File: src/rtl/timebase_controller_if.sv
// Divisor offer handshake between the control FSM and the timebase.
// Master offers div_value with div_valid; slave answers with div_ready.
interface timebase_controller_if #(
  parameter int unsigned CNT_WIDTH = 28
) ();

  logic                 div_valid;
  logic [CNT_WIDTH-1:0] div_value;
  logic                 div_ready;

  modport master (
    output div_valid,
    output div_value,
    input  div_ready
  );

  modport slave (
    input  div_valid,
    input  div_value,
    output div_ready
  );

endinterface

File: src/rtl/timebase_controller.sv
// Run/pause/clear sequencer owning the divide counter of the timebase.
// Define PHASE_ALIGN_EN to apply new divisors at once with a phase restart.
module timebase_controller #(
  parameter int unsigned          CNT_WIDTH   = 28,
  parameter logic [CNT_WIDTH-1:0] DEFAULT_DIV = CNT_WIDTH'(500000)
) (
  input  logic                 clock_in,
  input  logic                 reset,
  input  logic                 start,
  input  logic                 stop,
  input  logic                 clear,
  timebase_controller_if.slave div_if,
  output logic                 tick,
  output logic                 clock_out,
  output logic                 running,
  output logic [CNT_WIDTH-1:0] div_active,
  output logic                 err_div
);

  typedef enum logic [1:0] {
    IDLE  = 2'd0,
    RUN   = 2'd1,
    PAUSE = 2'd2
  } state_t;

  localparam logic [CNT_WIDTH-1:0] ONE = CNT_WIDTH'(1);
  localparam logic [CNT_WIDTH-1:0] TWO = CNT_WIDTH'(2);

  state_t               state_q;
  logic [CNT_WIDTH-1:0] cnt_q;
  logic [CNT_WIDTH-1:0] div_q;
  logic                 err_q;

  logic [CNT_WIDTH-1:0] last;
  logic [CNT_WIDTH-1:0] half;
  logic                 at_wrap;
  logic                 hs;
  logic                 hs_ok;
  logic                 hs_bad;

  assign last    = div_q - ONE;
  assign half    = div_q >> 1;
  assign at_wrap = (state_q == RUN) && (cnt_q >= last);
  assign hs      = div_if.div_valid && div_if.div_ready;
  assign hs_ok   = hs && (div_if.div_value >= TWO);
  assign hs_bad  = hs && (div_if.div_value < TWO);

`ifdef PHASE_ALIGN_EN

  assign div_if.div_ready = 1'b1;

  always_ff @(posedge clock_in or posedge reset) begin
    if (reset) begin
      state_q <= IDLE;
      cnt_q   <= '0;
      div_q   <= DEFAULT_DIV;
      err_q   <= 1'b0;
    end else begin
      err_q <= hs_bad;

      unique case (state_q)
        IDLE: begin
          cnt_q <= '0;
          if (!clear && !stop && start)
            state_q <= RUN;
        end
        RUN: begin
          cnt_q <= at_wrap ? '0 : cnt_q + ONE;
          if (clear)
            state_q <= IDLE;
          else if (stop)
            state_q <= PAUSE;
        end
        PAUSE: begin
          if (clear)
            state_q <= IDLE;
          else if (!stop && start)
            state_q <= RUN;
        end
        default: state_q <= IDLE;
      endcase

      // New divisor restarts the period from zero.
      if (hs_ok) begin
        div_q <= div_if.div_value;
        cnt_q <= '0;
      end

      if (clear)
        cnt_q <= '0;
    end
  end

`else

  logic [CNT_WIDTH-1:0] pend_q;
  logic                 pend_vld_q;

  assign div_if.div_ready = !pend_vld_q;

  always_ff @(posedge clock_in or posedge reset) begin
    if (reset) begin
      state_q    <= IDLE;
      cnt_q      <= '0;
      div_q      <= DEFAULT_DIV;
      err_q      <= 1'b0;
      pend_q     <= '0;
      pend_vld_q <= 1'b0;
    end else begin
      err_q <= hs_bad;

      unique case (state_q)
        IDLE: begin
          cnt_q <= '0;
          if (!clear && !stop && start)
            state_q <= RUN;
        end
        RUN: begin
          cnt_q <= at_wrap ? '0 : cnt_q + ONE;
          if (clear)
            state_q <= IDLE;
          else if (stop)
            state_q <= PAUSE;
        end
        PAUSE: begin
          if (clear)
            state_q <= IDLE;
          else if (!stop && start)
            state_q <= RUN;
        end
        default: state_q <= IDLE;
      endcase

      // Pending divisor lands on the wrap edge so no period is cut short.
      if (at_wrap && pend_vld_q) begin
        div_q      <= pend_q;
        pend_vld_q <= 1'b0;
      end

      if (hs_ok) begin
        if (state_q == IDLE || clear) begin
          div_q <= div_if.div_value;
        end else begin
          pend_q     <= div_if.div_value;
          pend_vld_q <= 1'b1;
        end
      end

      if (clear) begin
        cnt_q <= '0;
        if (pend_vld_q) begin
          div_q      <= pend_q;
          pend_vld_q <= 1'b0;
        end
      end
    end
  end

`endif

  assign tick       = (state_q == RUN) && (cnt_q == last);
  assign clock_out  = (state_q != IDLE) && (cnt_q >= half);
  assign running    = (state_q == RUN);
  assign div_active = div_q;
  assign err_div    = err_q;

endmodule

File: src/flat_wrapper.sv
// flat-port wrapper written by rule: the top's interface ports become plain ports
module timebase_controller_flat 
#(
  parameter int unsigned          CNT_WIDTH   = 28,
  parameter logic [CNT_WIDTH-1:0] DEFAULT_DIV = CNT_WIDTH'(500000)
)
  (clock_in, reset, start, stop, clear, tick, clock_out, running, div_active, err_div, div_if_div_valid, div_if_div_value, div_if_div_ready);
  timebase_controller_if #(.CNT_WIDTH(CNT_WIDTH)) div_if_i ();
  input  logic clock_in;
  input  logic reset;
  input  logic start;
  input  logic stop;
  input  logic clear;
  output logic tick;
  output logic clock_out;
  output logic running;
  output logic [CNT_WIDTH-1:0] div_active;
  output logic err_div;
  input wire logic [$bits(div_if_i.div_valid)-1:0] div_if_div_valid;
  input wire logic [$bits(div_if_i.div_value)-1:0] div_if_div_value;
  output wire logic [$bits(div_if_i.div_ready)-1:0] div_if_div_ready;
  assign div_if_i.div_valid = div_if_div_valid;
  assign div_if_i.div_value = div_if_div_value;
  assign div_if_div_ready = div_if_i.div_ready;
  timebase_controller #(.CNT_WIDTH(CNT_WIDTH), .DEFAULT_DIV(DEFAULT_DIV)) u_core (.clock_in(clock_in), .reset(reset), .start(start), .stop(stop), .clear(clear), .div_if(div_if_i), .tick(tick), .clock_out(clock_out), .running(running), .div_active(div_active), .err_div(err_div));
endmodule
File: config.mk
export PLATFORM = sky130hd
export DESIGN_NAME = timebase_controller_flat
export DESIGN_NICKNAME = d
export VERILOG_FILES = /design/src/rtl/timebase_controller_if.sv /design/src/rtl/timebase_controller.sv /design/src/flat_wrapper.sv
export SDC_FILE = /design/constraint.sdc
export NUM_CORES = 1
export LEC_CHECK = 0
export BUFFER_PORTS_ARGS = -buffer_cell sky130_fd_sc_hd__buf_4
export CAP_MARGIN = 10
export CORE_MARGIN = 2
export CORE_UTILIZATION = 64
export CTS_CLUSTER_SIZE = 12
export DETAILED_ROUTE_END_ITERATION = 10
export HOLD_SLACK_MARGIN = 0.1
export PLACE_DENSITY = 0.95
export SYNTH_ARGS = -nofsm -noshare
export SYNTH_HDL_FRONTEND = slang
export SYNTH_SLANG_ARGS = --single-unit
File: constraint.sdc
create_clock -name clock_in -period 8.1 [get_ports clock_in]
set_clock_uncertainty 0.2 [all_clocks]
set_input_delay 1.215 -clock clock_in [delete_from_list [all_inputs] [get_ports clock_in]]
set_output_delay 1.215 -clock clock_in [all_outputs]
set_load 0.01 [all_outputs]
==> results of run 1 <==
area by class of cell:
type                    count  share of cell area, %
repair buffers             73                   8.84
flip-flops and latches     88                   33.2
well taps                 108                   2.03
inverters                  44                   2.50
clock inverters             6                   1.15
multi-input cells         444                   50.3
clock buffers              10                   1.92
per-layer routing:
layer	global-route usage (%)	share of wire, %
met5	0	0
met4	16.8	4.8
met3	5.27	9.1
met2	55.5	48
met1	47.3	38
cells in the final DEF, fill, tap and decap left out, drive strengths merged, types with 11 or more instances in the layout:
master and count:
o21ai 47, nor2 29, nand4 19, xnor2 29, nor3 17, a21oi 32
mux2 29, nor4 19, inv 45, nand3 21, or3 11, a21o 13
buf 73, ha 57, dfrtp 81, a22oi 24, nand2 29
synth_stat cells, drive strengths merged (2+ instances only):
cell / n
dfrtp: 81
nor3: 17
inv: 44
xnor2: 29
nand4: 19
o31ai: 3
clkbuf: 12
mux2i: 4
a21boi: 2
a41oi: 4
nor4: 19
or4: 4
a211oi: 3
and3: 3
nor2b: 3
nand4b: 2
mux2: 29
o21ai: 47
buf: 6
or3: 11
nand3: 21
dfstp: 7
o211ai: 3
ha: 57
nand2b: 3
nand2: 29
a22oi: 24
a21o: 13
and4: 2
a21oi: 32
a31oi: 8
o221a: 6
a22o: 9
nor2: 29
report_power, final:
group / internal (mW) / total, mW / switching [mW] / leakage (nW)
combinational: 0.348 / 0.773 / 0.424 / 1.76
clock: 0.148 / 0.332 / 0.184 / 0.0965
sequential: 0.589 / 0.769 / 0.179 / 1.11
total: 1.09 / 1.87 / 0.788 / 2.97
flip-flops by register name, summed over array words and instances (netlist names):
signal	flops
u_core.div_active	28
u_core.pend_q	28
u_core.pend_vld_q	1
u_core.state_q	2
u_core.cnt_q	28
u_core.err_div	1
cell families (layout without fill, tap and decap cells):
kind of cell,count (synthesis),after routing
AND/OR/NAND/NOR,166,166
AO/OA/AOI/OAI,158,158
flip-flops,88,88
buffers and inverters,62,133
adder cells (fa/ha/maj),57,57
multiplexers,33,33
XOR/XNOR,30,30
final timing paths:
| kind | start | endpoint | slack [ns] | cells past startpoint |
|---|---|---|---|---|
| worst max-delay path | u_core.div_active[4] | tick | 2.52 | 13 |
| worst min-delay path | u_core.pend_q[14] | u_core.pend_q[14] | 0.32 | 1 |
| worst max register to register | u_core.div_active[4] | u_core.cnt_q[20] | 2.76 | 16 |
| worst min register to register | u_core.pend_q[14] | u_core.pend_q[14] | 0.32 | 1 |
| max in group asynchronous | reset | u_core.div_active[13] | 6.28 | 4 |
| min in group asynchronous | reset | u_core.div_active[6] | 0.73 | 3 |
critical path, cell delays in order, from the launching register on:
cell and delay [ns]:
dfrtp_1 0.44, nor4_4 0.37, nand4_1 0.27, or3_4 0.47
nor4_4 0.29, nand3_4 0.16, nor3_1 0.25, xnor2_1 0.11
ha_1 0.33, nand4_1 0.17, nor4_2 0.48, nand3_1 0.13
nor2_1 0.16, buf_4 0.15
metrics by stage:
stage,total power [mW],setup WS [ns]
after floorplan,1.18,3.49
after global placement,1.41,3.17
after detailed placement,1.48,2.98
after CTS,1.82,2.61
after global routing,1.95,2.26
final,1.87,2.52
==> summary.md, run 1 <==
| Metric | Value |
|---|---|
| Status | complete, no violations |
| Synthesized-area fraction occupied by adder cells | 12.3% |
| Area grow syn2layout | 14.8% |
| # clock sinks | 88 |
| Worst hold margin | 0.318 ns |
| CP Launch Type | flop |
| Final hold violations | 0 |
| Die ar. | 0.00983 mm² |
| Inst Count DP | 755 |
| NumNets Final | 751 |
| Worst-Margin Slew | 1.01 ns |
| Gate Count Post-Synth | 594 |
| Gr ovfl total | 0 |
| Crit. End Element | primary output |
| DRC | 0 |
| Final core utilization | 75.9% |
| Critical Path AT | 4.16 ns |
| Htree depth | 3 |
| Post-synth top area cell | dfrtp_1 |
| Largest net degree at the start of global routing | 89 |
| Pwr dens | 282 mW/mm² |
| Non-Filler Instances | 773 |
| Max clock buf depth | 2 |
| Worst Path Max Fanout | 5 |
| Final setup TNS | 0 ns |
| GPL Wtd Cong | 0.942 |
| Post-synth EDFFs | 0 |
| Ports | 67 |
| Mapped cell area | 0.00579 mm² |
| Share of layout cells above drive strength 1 | 22.0% |
| DR iter-0 viols | 560 |
| First-pass iteration count of the detailed router | 6 |
| Buffers on Ports | 66 |
| Area of the multi-input gates | 0.00335 mm² |
| Max-cap violations | 0 |
| Initial antenna violation count | 0 |
| PostCTS Resize Cnt | 0 |
| Vias/cell | 7.08 |
| Post-route ant nets | 0 |
| HPWL after DPL | 11.7 mm |
| Top cell type's share of synthesized area | 35.0% |
| Clock transition at the registers of the reported paths | 0.10 ns |
| Fmax | 179 MHz |
| Later-pin clock latency in the skew report | 0.38 ns |
| Tot GR Track Use | 34.9% |
| Cts bufs inserted | 9 |
| Avg Synthesized Cell Area | 9.75 µm² |
| Pins Over Slew Limit | 0 |
| Diodes inserted | 0 |
| Placed Area | 0.00639 mm² |
| Slew Limit Headroom | 32.9% |
| Top_reg_cell synth | dfrtp_1 |
| HP Class | flop to flop |
| Fin crit share | 68.8% |
| Die Ht | 99.2 µm |
| Initial core utilization | 66.1% |
| Post-synthesis mux area share | 6.33% |
| Core area | 0.00876 mm² |
| Hold-fix buffer count after cts | 0 |
| Syn Nets | 685 |
| Async SR Flop Fraction | 100% |
| Main combinational cell family by area after synthesis | compound AO/OA/AOI/OAI gates |
| Layout fillers | 509 |
| First-pass GRT wire length | 27.1 mm |
| Drt wl/cell | 22.2 µm |
| Crit path kind | flop to primary output |
| Vias | 5471 |
| Finished Cell Area | 0.00665 mm² |
| Synth Area in Simple Gates | 16.8% |
| Top cells by area, synth | dfrtp_1 35%, ha_1 12%, mux2_2 5.6%, xnor2_1 4.4%, o21ai_0 4.0% |
| Post-synthesis xor/xnor area fraction | 4.53% |
| Flops & latches, synth | 88 |
| Cell Rows | 34 |
| Synthesis Warnings | 0 |
| Leak Pwr | 2.97 nW |
| Count of cell types in the netlist | 50 |
| WP data required | 6.68 ns |
| Final wirelength | 17.2 mm |
| RSZ-0062 raised after global routing | no |
| Fraction of the mapped netlist area in compound gates | 17.7% |
| Root Driver | clkbuf_8 |
| Post-CTS setup buffer count | 0 |
| Sequential area share after synthesis | 38.2% |
| Reg area | 0.00221 mm² |
| Finish-stage setup viols | 0 |
| Maximum vdd ir drop | 0.000227 V |
| Tmin final | 5.58 ns |
| Vias in the first global route | 5213 |
| CTS tree | done |
| Die width | 99.2 µm |
(Power assumes the default switching activity.)
==> run 2: changes to the inputs <==
--- a/config.mk
+++ b/config.mk
@@ -8,11 +8,11 @@
 export BUFFER_PORTS_ARGS = -buffer_cell sky130_fd_sc_hd__buf_4
 export CAP_MARGIN = 10
 export CORE_MARGIN = 2
-export CORE_UTILIZATION = 64
+export CORE_UTILIZATION = 54
 export CTS_CLUSTER_SIZE = 12
 export DETAILED_ROUTE_END_ITERATION = 10
 export HOLD_SLACK_MARGIN = 0.1
-export PLACE_DENSITY = 0.95
+export PLACE_DENSITY = 0.87
 export SYNTH_ARGS = -nofsm -noshare
 export SYNTH_HDL_FRONTEND = slang
 export SYNTH_SLANG_ARGS = --single-unit
==> constraint.sdc (replaced) <==
create_clock -name clock_in -period 4.6 [get_ports clock_in]
set_clock_uncertainty 0.2 [all_clocks]
set_input_delay 0.69 -clock clock_in [delete_from_list [all_inputs] [get_ports clock_in]]
set_output_delay 0.69 -clock clock_in [all_outputs]
set_load 0.01 [all_outputs]
==> run 2 against run 1 <==
  * The flow now finishes with violations (max-capacitance violations, max-slew violations, negative setup slack)
  * Die area rose by 18%
  * Utilization fell by 4.4 points
  * Sequential cell count did not move
  * Setup slack got worse by 3.0 ns
  * Cell count rose by 10%
  * Register-to-register slack got worse by 3.1 ns
  * Non-clock buffer count rose by 49
  * First-iteration DRC count rose by 10%
  * Sequential power rose by 74%
  * Final area rose by 12%
  * Combinational power rose by 130%
  * Hold slack got worse by 0.10 ns
  * Critical endpoint unchanged
==> summary.md, run 2 (synthesized netlist as in run 1, its figures left out) <==
| Metric | Value |
|---|---|
| Status | finished with violations |
| Failing checks | max-capacitance violations, max-slew violations, negative setup slack |
| Cts bufs inserted | 9 (unchanged) |
| Initial core utilization | 55.9% (-10 points) |
| Slew Limit Headroom | -0.226% (-33 points) |
| Crit. End Element | primary output |
| Die width | 108 µm (+8.5%) |
| Vias | 5822 (+6.4%) |
| Reg area | 0.00221 mm² (unchanged) |
| Fin crit share | 110% |
| Part of the power in registers | 36.0% (-5.0 points) |
| DP Worst Slack | -0.281 ns (-3.26 ns) |
| First-pass iteration count of the detailed router | 5 (-1) |
| Total internal power | 2.16 mW (+99%) |
| Power share of the combinational group | 47.0% (+5.8 points) |
| HPWL after DPL | 11.9 mm (+1.7%) |
| Hold-fix buffer count after cts | 0 (unchanged) |
| Worst-Margin Slew | 1.50 ns (+0.491 ns) |
| RSZ-0062 raised after global routing | yes |
| Fmax | 198 MHz |
| DR iter-0 viols | 617 (+10%) |
| Initial antenna violation count | 0 (unchanged) |
| Placed Area | 0.00668 mm² (+4.5%) |
| Die ar. | 0.0116 mm² (+18%) |
| Area grow syn2layout | 28.0% |
| Area of the multi-input gates | 0.00365 mm² (+9.1%) |
| Htree depth | 3 (unchanged) |
| DRC | 0 (unchanged) |
| Root Driver | clkbuf_8 |
| Switching pwr | 1.57 mW (+100%) |
| Buffers on Ports | 66 (unchanged) |
| Layout fillers | 638 (+25%) |
| Finish-stage setup viols | 46 (+46) |
| Max-cap violations | 1 (+1) |
| Final hold violations | 0 (unchanged) |
| Vias/cell | 6.82 (-3.7%) |
| Maximum vdd ir drop | 0.000368 V (+62%) |
| Critical Path AT | 4.15 ns (about the same) |
| CP Launch Type | flop |
| Later-pin clock latency in the skew report | 0.40 ns (+0.02 ns) |
| Final total power | 3.73 mW (+99%) |
| Clock share of power | 17.0% (-0.7 points) |
| Clock transition at the registers of the reported paths | 0.11 ns (about the same) |
| CTS tree | done |
| Finished Cell Area | 0.00742 mm² (+12%) |
| Pwr dens | 503 mW/mm² (+79%) |
| # clock sinks | 88 (unchanged) |
| Post-route ant nets | 0 (unchanged) |
| Worst Path Max Fanout | 5 (unchanged) |
| Switching share of power | 42.2% (+0.099 points) |
| Diodes inserted | 0 (unchanged) |
| Final wirelength | 19.8 mm (+15%) |
| Critical Path Start | u_core.div_active[2] |
| Leak Pwr | 3.30 nW (+11%) |
| Share of layout cells above drive strength 1 | 32.9% (+11 points) |
| Crit path kind | flop to primary output |
| WP data required | 3.71 ns (-2.97 ns) |
| Gr ovfl total | 0 (unchanged) |
| NumNets Final | 804 (+7.1%) |
| Ports | 67 (unchanged) |
| Drt wl/cell | 23.2 µm (+4.2%) |
| Vias in the first global route | 5339 (+2.4%) |
| Max clock buf depth | 2 (unchanged) |
| R2r startpoint | u_core.div_active[2] |
| HP Class | input pin to asynchronous set/reset pin |
| Tot GR Track Use | 28.4% (-6.5 points) |
| First-pass GRT wire length | 25.7 mm (-5.0%) |
| Cell Rows | 37 (+8.8%) |
| Most frequent cells in the layout | 112 x buf_4, 81 x dfrtp_1, 57 x ha_1 |
| GPL Wtd Cong | 0.899 (-4.6%) |
| Core area | 0.0104 mm² (+18%) |
| Die Ht | 108 µm (+8.5%) |
| Tmin final | 5.04 ns |
| Largest net degree at the start of global routing | 48 (-46%) |
| Final worst slack | -0.441 ns (-2.97 ns) |
| Commonest non-fill, non-tap cell in the layout | buf_4 |
| Pins Over Slew Limit | 1 (+1) |
-- run 2: changes by cell type in the layout (fill, tap and decap cells not counted), moves of 3 or more --
| cell | previous run | this run |
|---|---|---|
| o21ai_2 | 1 | 7 |
| buf_4 | 71 | 112 |
| a22oi_1 | 24 | 3 |
| nor2_1 | 28 | 25 |
| buf_6 | 0 | 6 |
| o21ai_0 | 46 | 23 |
| a22oi_2 | 0 | 21 |
| o21ai_4 | 0 | 5 |
| o21ai_1 | 0 | 15 |
-- run 2: metal layers --
layer / track usage (%) / routed length [µm] / vias up
met5: 0 / 0 / -
met4: 16.0 / 1280 / 0
met3: 5.63 / 1830 / 125
met2: 45.0 / 9340 / 448
met1: 36.5 / 7320 / 2787
li1: - / - / 2462
-- run 2: worst paths after layout --
path	depth (start not counted)	endpoint	slack, ns
worst max-delay path	14	tick	-0.44
worst min-delay path	2	u_core.pend_q[5]	0.22
worst max register to register	18	u_core.div_active[19]	-0.36
worst min register to register	2	u_core.div_active[16]	0.33
max in group asynchronous	3	u_core.cnt_q[13]	2.94
min in group clock_in	2	u_core.state_q[0]	0.30
-- run 2: final cells by class --
type,instances,area share (%)
clock inverter,6,1.27
clock buffer,10,1.72
timing repair buffer,122,13.5
inverter,44,2.24
tap,136,2.29
sequential,88,29.8
multi-input combinational,448,49.2
-- run 2: worst max-delay path, stage by stage (launching register included) --
cell     delay, ns
dfrtp_1       0.44
nor4_4        0.30
nand4_1       0.21
or3_4         0.41
nor4_4        0.42
nand3_4       0.19
nor3_4        0.17
xnor2_1       0.09
ha_1          0.36
nand4_1       0.23
nor4_4        0.35
buf_4         0.17
nand3_1       0.08
nor2_2        0.18
buf_4         0.15
-- run 2: power by group through the flow --
stage | Combinational, mW | Clock (mW) | Sequential (mW)
6_report | 1.75 | 0.635 | 1.34
5_1_grt | 1.84 | 0.658 | 1.35
4_1_cts | 1.47 | 0.617 | 1.27
3_5_place_dp | 1.44 | 0 | 1.28
3_3_place_gp | 1.37 | 0 | 1.26
2_1_floorplan | 0.760 | 0 | 1.31
-- run 2: stage by stage --
step / std cells / hold WS, ns / util [%] / TNS [ns]
after global routing: 854 / 0.278 / 71.5 / -16.07
after CTS: 831 / 0.244 / 66.7 / -0.195
after floorplan: 594 / 0.263 / - / 0
after detailed placement: 815 / 0.289 / 64.4 / -3.22
final: 854 / 0.217 / 71.5 / -8.34
after global placement: 815 / 0.280 / 64.4 / -0.115
-- run 2: timing repair --
action | 4_1_cts | 5_1_grt
gates resized for setup | 4 | 75
gates cloned | 0 | 7
endpoints found under the hold margin | 0 | 0
setup buffers | 0 | 16
setup endpoints to repair | 47 | 52
pin swaps | 3 | 23
==> run 3: changes to the inputs <==
--- a/config.mk
+++ b/config.mk
@@ -13,6 +13,7 @@
 export DETAILED_ROUTE_END_ITERATION = 10
 export HOLD_SLACK_MARGIN = 0.1
 export PLACE_DENSITY = 0.87
+export SETUP_SLACK_MARGIN = 0.5
 export SYNTH_ARGS = -nofsm -noshare
 export SYNTH_HDL_FRONTEND = slang
 export SYNTH_SLANG_ARGS = --single-unit
==> run 3 against run 2 <==
  * The flow finishes with violations (negative setup slack)
  * Setup slack better by 0.047 ns
  * Non-clock buffer count shrank 6
  * First-iteration DRC count increased by 2.4%
  * Sequential share of layout area is 0.18 points lower
  * Total power shrank 4.1%
  * Global-route usage increased by 3.4 points
  * Count of clock-buffer cells in the layout decreased by 1
  * Critical endpoint is now u_core.div_active[23]
  * Highest routed layer unchanged
  * Final area increased by 0.73%
  * Fmax rose by 0.95%
  * Combinational power down 7%
  * Via count is 0.48% lower
  * Die area is the same
==> summary.md, run 3 (synthesized netlist as in run 1, its figures left out) <==
| Metric | Value |
|---|---|
| Drt wl/cell | 23.1 µm (-0.37%) |
| Final worst slack | -0.394 ns (+0.0473 ns) |
| Failing checks | negative setup slack |
| Root Driver | clkbuf_8 |
| Fin crit share | 109% (-1.0 points) |
| Final setup TNS | -5.74 ns (+2.61 ns) |
| Maximum vdd ir drop | 0.000345 V (-6.2%) |
| Max-cap violations | 0 (-1) |
| Non-Filler Instances | 847 (-0.82%) |
| Fmax | 200 MHz (+0.95%) |
| Largest net degree at the start of global routing | 52 (+8.3%) |
| CP Launch Type | flop |
| Worst-Margin Slew | 1.12 ns (-0.377 ns) |
| Post-route ant nets | 0 (unchanged) |
| HP Class | input pin to asynchronous set/reset pin |
| RSZ-0062 raised after global routing | yes |
| # clock sinks | 88 (unchanged) |
| Slew Limit Headroom | 25.1% (+25 points) |
| GPL Wtd Cong | 0.882 (-1.9%) |
| Die width | 108 µm (unchanged) |
| Die Ht | 108 µm (unchanged) |
| Inst Count DP | 791 (-2.9%) |
| Crit path kind | flop to flop |
| Later-pin clock latency in the skew report | 0.38 ns (-0.02 ns) |
| Share of layout cells above drive strength 1 | 35.4% (+2.6 points) |
| First-pass iteration count of the detailed router | 6 (+1) |
| Crit. End Element | flop |
| Critical Path AT | 5.02 ns (+0.87 ns) |
| Final core utilization | 72.0% (+0.52 points) |
| WP data required | 4.62 ns (+0.91 ns) |
| Htree depth | 3 (unchanged) |
| Final wirelength | 19.5 mm (-1.2%) |
| Area grow syn2layout | 28.9% |
| Initial antenna violation count | 0 (unchanged) |
| CTS tree | done |
| Tmin final | 4.99 ns (-0.0473 ns) |
| Commonest non-fill, non-tap cell in the layout | buf_4 |
| Hold-fix buffer count after cts | 0 (unchanged) |
| Die ar. | 0.0116 mm² (unchanged) |
| Final hold violations | 0 (unchanged) |
| Worst Path Max Fanout | 6 (+1) |
| Cell Rows | 37 (unchanged) |
| Placed Area | 0.00650 mm² (-2.6%) |
| Status | finished with violations |
| Diodes inserted | 0 (unchanged) |
| Most frequent cells in the layout | 95 x buf_4, 79 x dfrtp_1, 56 x ha_1 |
| Buffers on Ports | 66 (unchanged) |
| Ports | 67 (unchanged) |
| DR iter-0 viols | 632 (+2.4%) |
| Leak Pwr | 3.32 nW (+0.62%) |
| Finish-stage setup viols | 46 (unchanged) |
| Gr ovfl total | 0 (unchanged) |
| DRC | 0 (unchanged) |
| Vias in the first global route | 5577 (+4.5%) |
| Pins Over Slew Limit | 0 (-1) |
| NumNets Final | 797 (-0.87%) |
| Vias/cell | 6.84 (+0.34%) |
| Tot GR Track Use | 31.8% (+3.4 points) |
| Cts bufs inserted | 9 (unchanged) |
| First-pass GRT wire length | 28.5 mm (+11%) |
| Pwr dens | 479 mW/mm² (-4.8%) |
| DP Worst Slack | 0.0222 ns (+0.303 ns) |
| Finished Cell Area | 0.00747 mm² (+0.73%) |
| Vias | 5794 (-0.48%) |
| Core area | 0.0104 mm² (unchanged) |
| Initial core utilization | 55.9% (unchanged) |
| Max clock buf depth | 2 (unchanged) |
| R2R setup slack | -0.39 ns (-0.03 ns) |
| Clock transition at the registers of the reported paths | 0.10 ns (about the same) |
| HPWL after DPL | 11.6 mm (-2.7%) |
-- run 3: cell types whose count changed in the layout (fill, tap and decap cells not counted), sizes merged --
cell	before	now
buf	120	116
bufinv	2	1
clkbuf	12	9
clkinv	3	4
clkinvlp	1	0
inv	44	46
nor2	30	29
-- run 3: timing repair --
| item | in CTS | in global routing |
|---|---|---|
| setup buffers | 15 | 15 |
| cloned | 10 | 0 |
| setup endpoints to repair | 57 | 58 |
| gates resized for setup | 114 | 23 |
| pin swaps | 27 | 15 |
-- run 3: metal layers --
| metal | up-vias | GRT usage, % | routed length (µm) |
|---|---|---|---|
| li1 | 2453 | - | - |
| met1 | 2754 | 38.0 | 7140 |
| met2 | 451 | 53.0 | 9230 |
| met3 | 136 | 5.99 | 1680 |
| met4 | 0 | 19.7 | 1500 |
| met5 | - | 0 | 0 |
-- run 3: worst max-delay path, stage by stage (launching register included) --
cell and delay (ns):
dfrtp_1 0.42, nor4_4 0.30, buf_4 0.18, nand3_4 0.06
or3_4 0.35, or4_4 0.44, nand3b_4 0.24, nor4_4 0.20
xnor2_1 0.16, ha_1 0.28, nand4_1 0.19, buf_4 0.17
nor2_1 0.04, a22o_1 0.27, nor4bb_4 0.50, a21oi_4 0.17
buf_6 0.22, a22oi_2 0.22, o21ai_1 0.21
-- run 3: power breakdown --
group | switching, mW | leakage, nW | total, mW | internal [mW]
clock network | 0.322 | 0.106 | 0.580 | 0.258
logic | 0.879 | 2.10 | 1.62 | 0.739
registers | 0.338 | 1.11 | 1.38 | 1.04
total | 1.54 | 3.32 | 3.58 | 2.04
-- run 3: metrics by stage --
step / power, mW / hold slack, ns
2_1_floorplan: 2.09 / 0.263
3_3_place_gp: 2.53 / 0.280
3_5_place_dp: 2.62 / 0.281
4_1_cts: 3.33 / 0.294
5_1_grt: 3.72 / 0.296
6_report: 3.58 / 0.280
-- run 3: cell type report --
class                      count  area, µm²
timing repair buffer         116        950
tap                          136        170
clock buffer                   9        124
sequential                    88       2210
inverter                      44        166
fill                         633       2900
clock inverter                 7       77.6
multi-input combinational    447       3770
-- run 3: path summary, 6_finish.rpt --
| check | startpoint | end | cells past startpoint |
|---|---|---|---|
| hold reg to reg | u_core.pend_q[12] | u_core.div_active[12] | 2 |
| min in group clock_in | stop | u_core.state_q[0] | 2 |
| max in group asynchronous | reset | u_core.div_active[17] | 3 |
| setup reg to reg | u_core.div_active[4] | u_core.div_active[23] | 18 |
| setup / recovery | u_core.div_active[4] | u_core.div_active[23] | 18 |
| hold / removal | reset | u_core.div_active[4] | 2 |
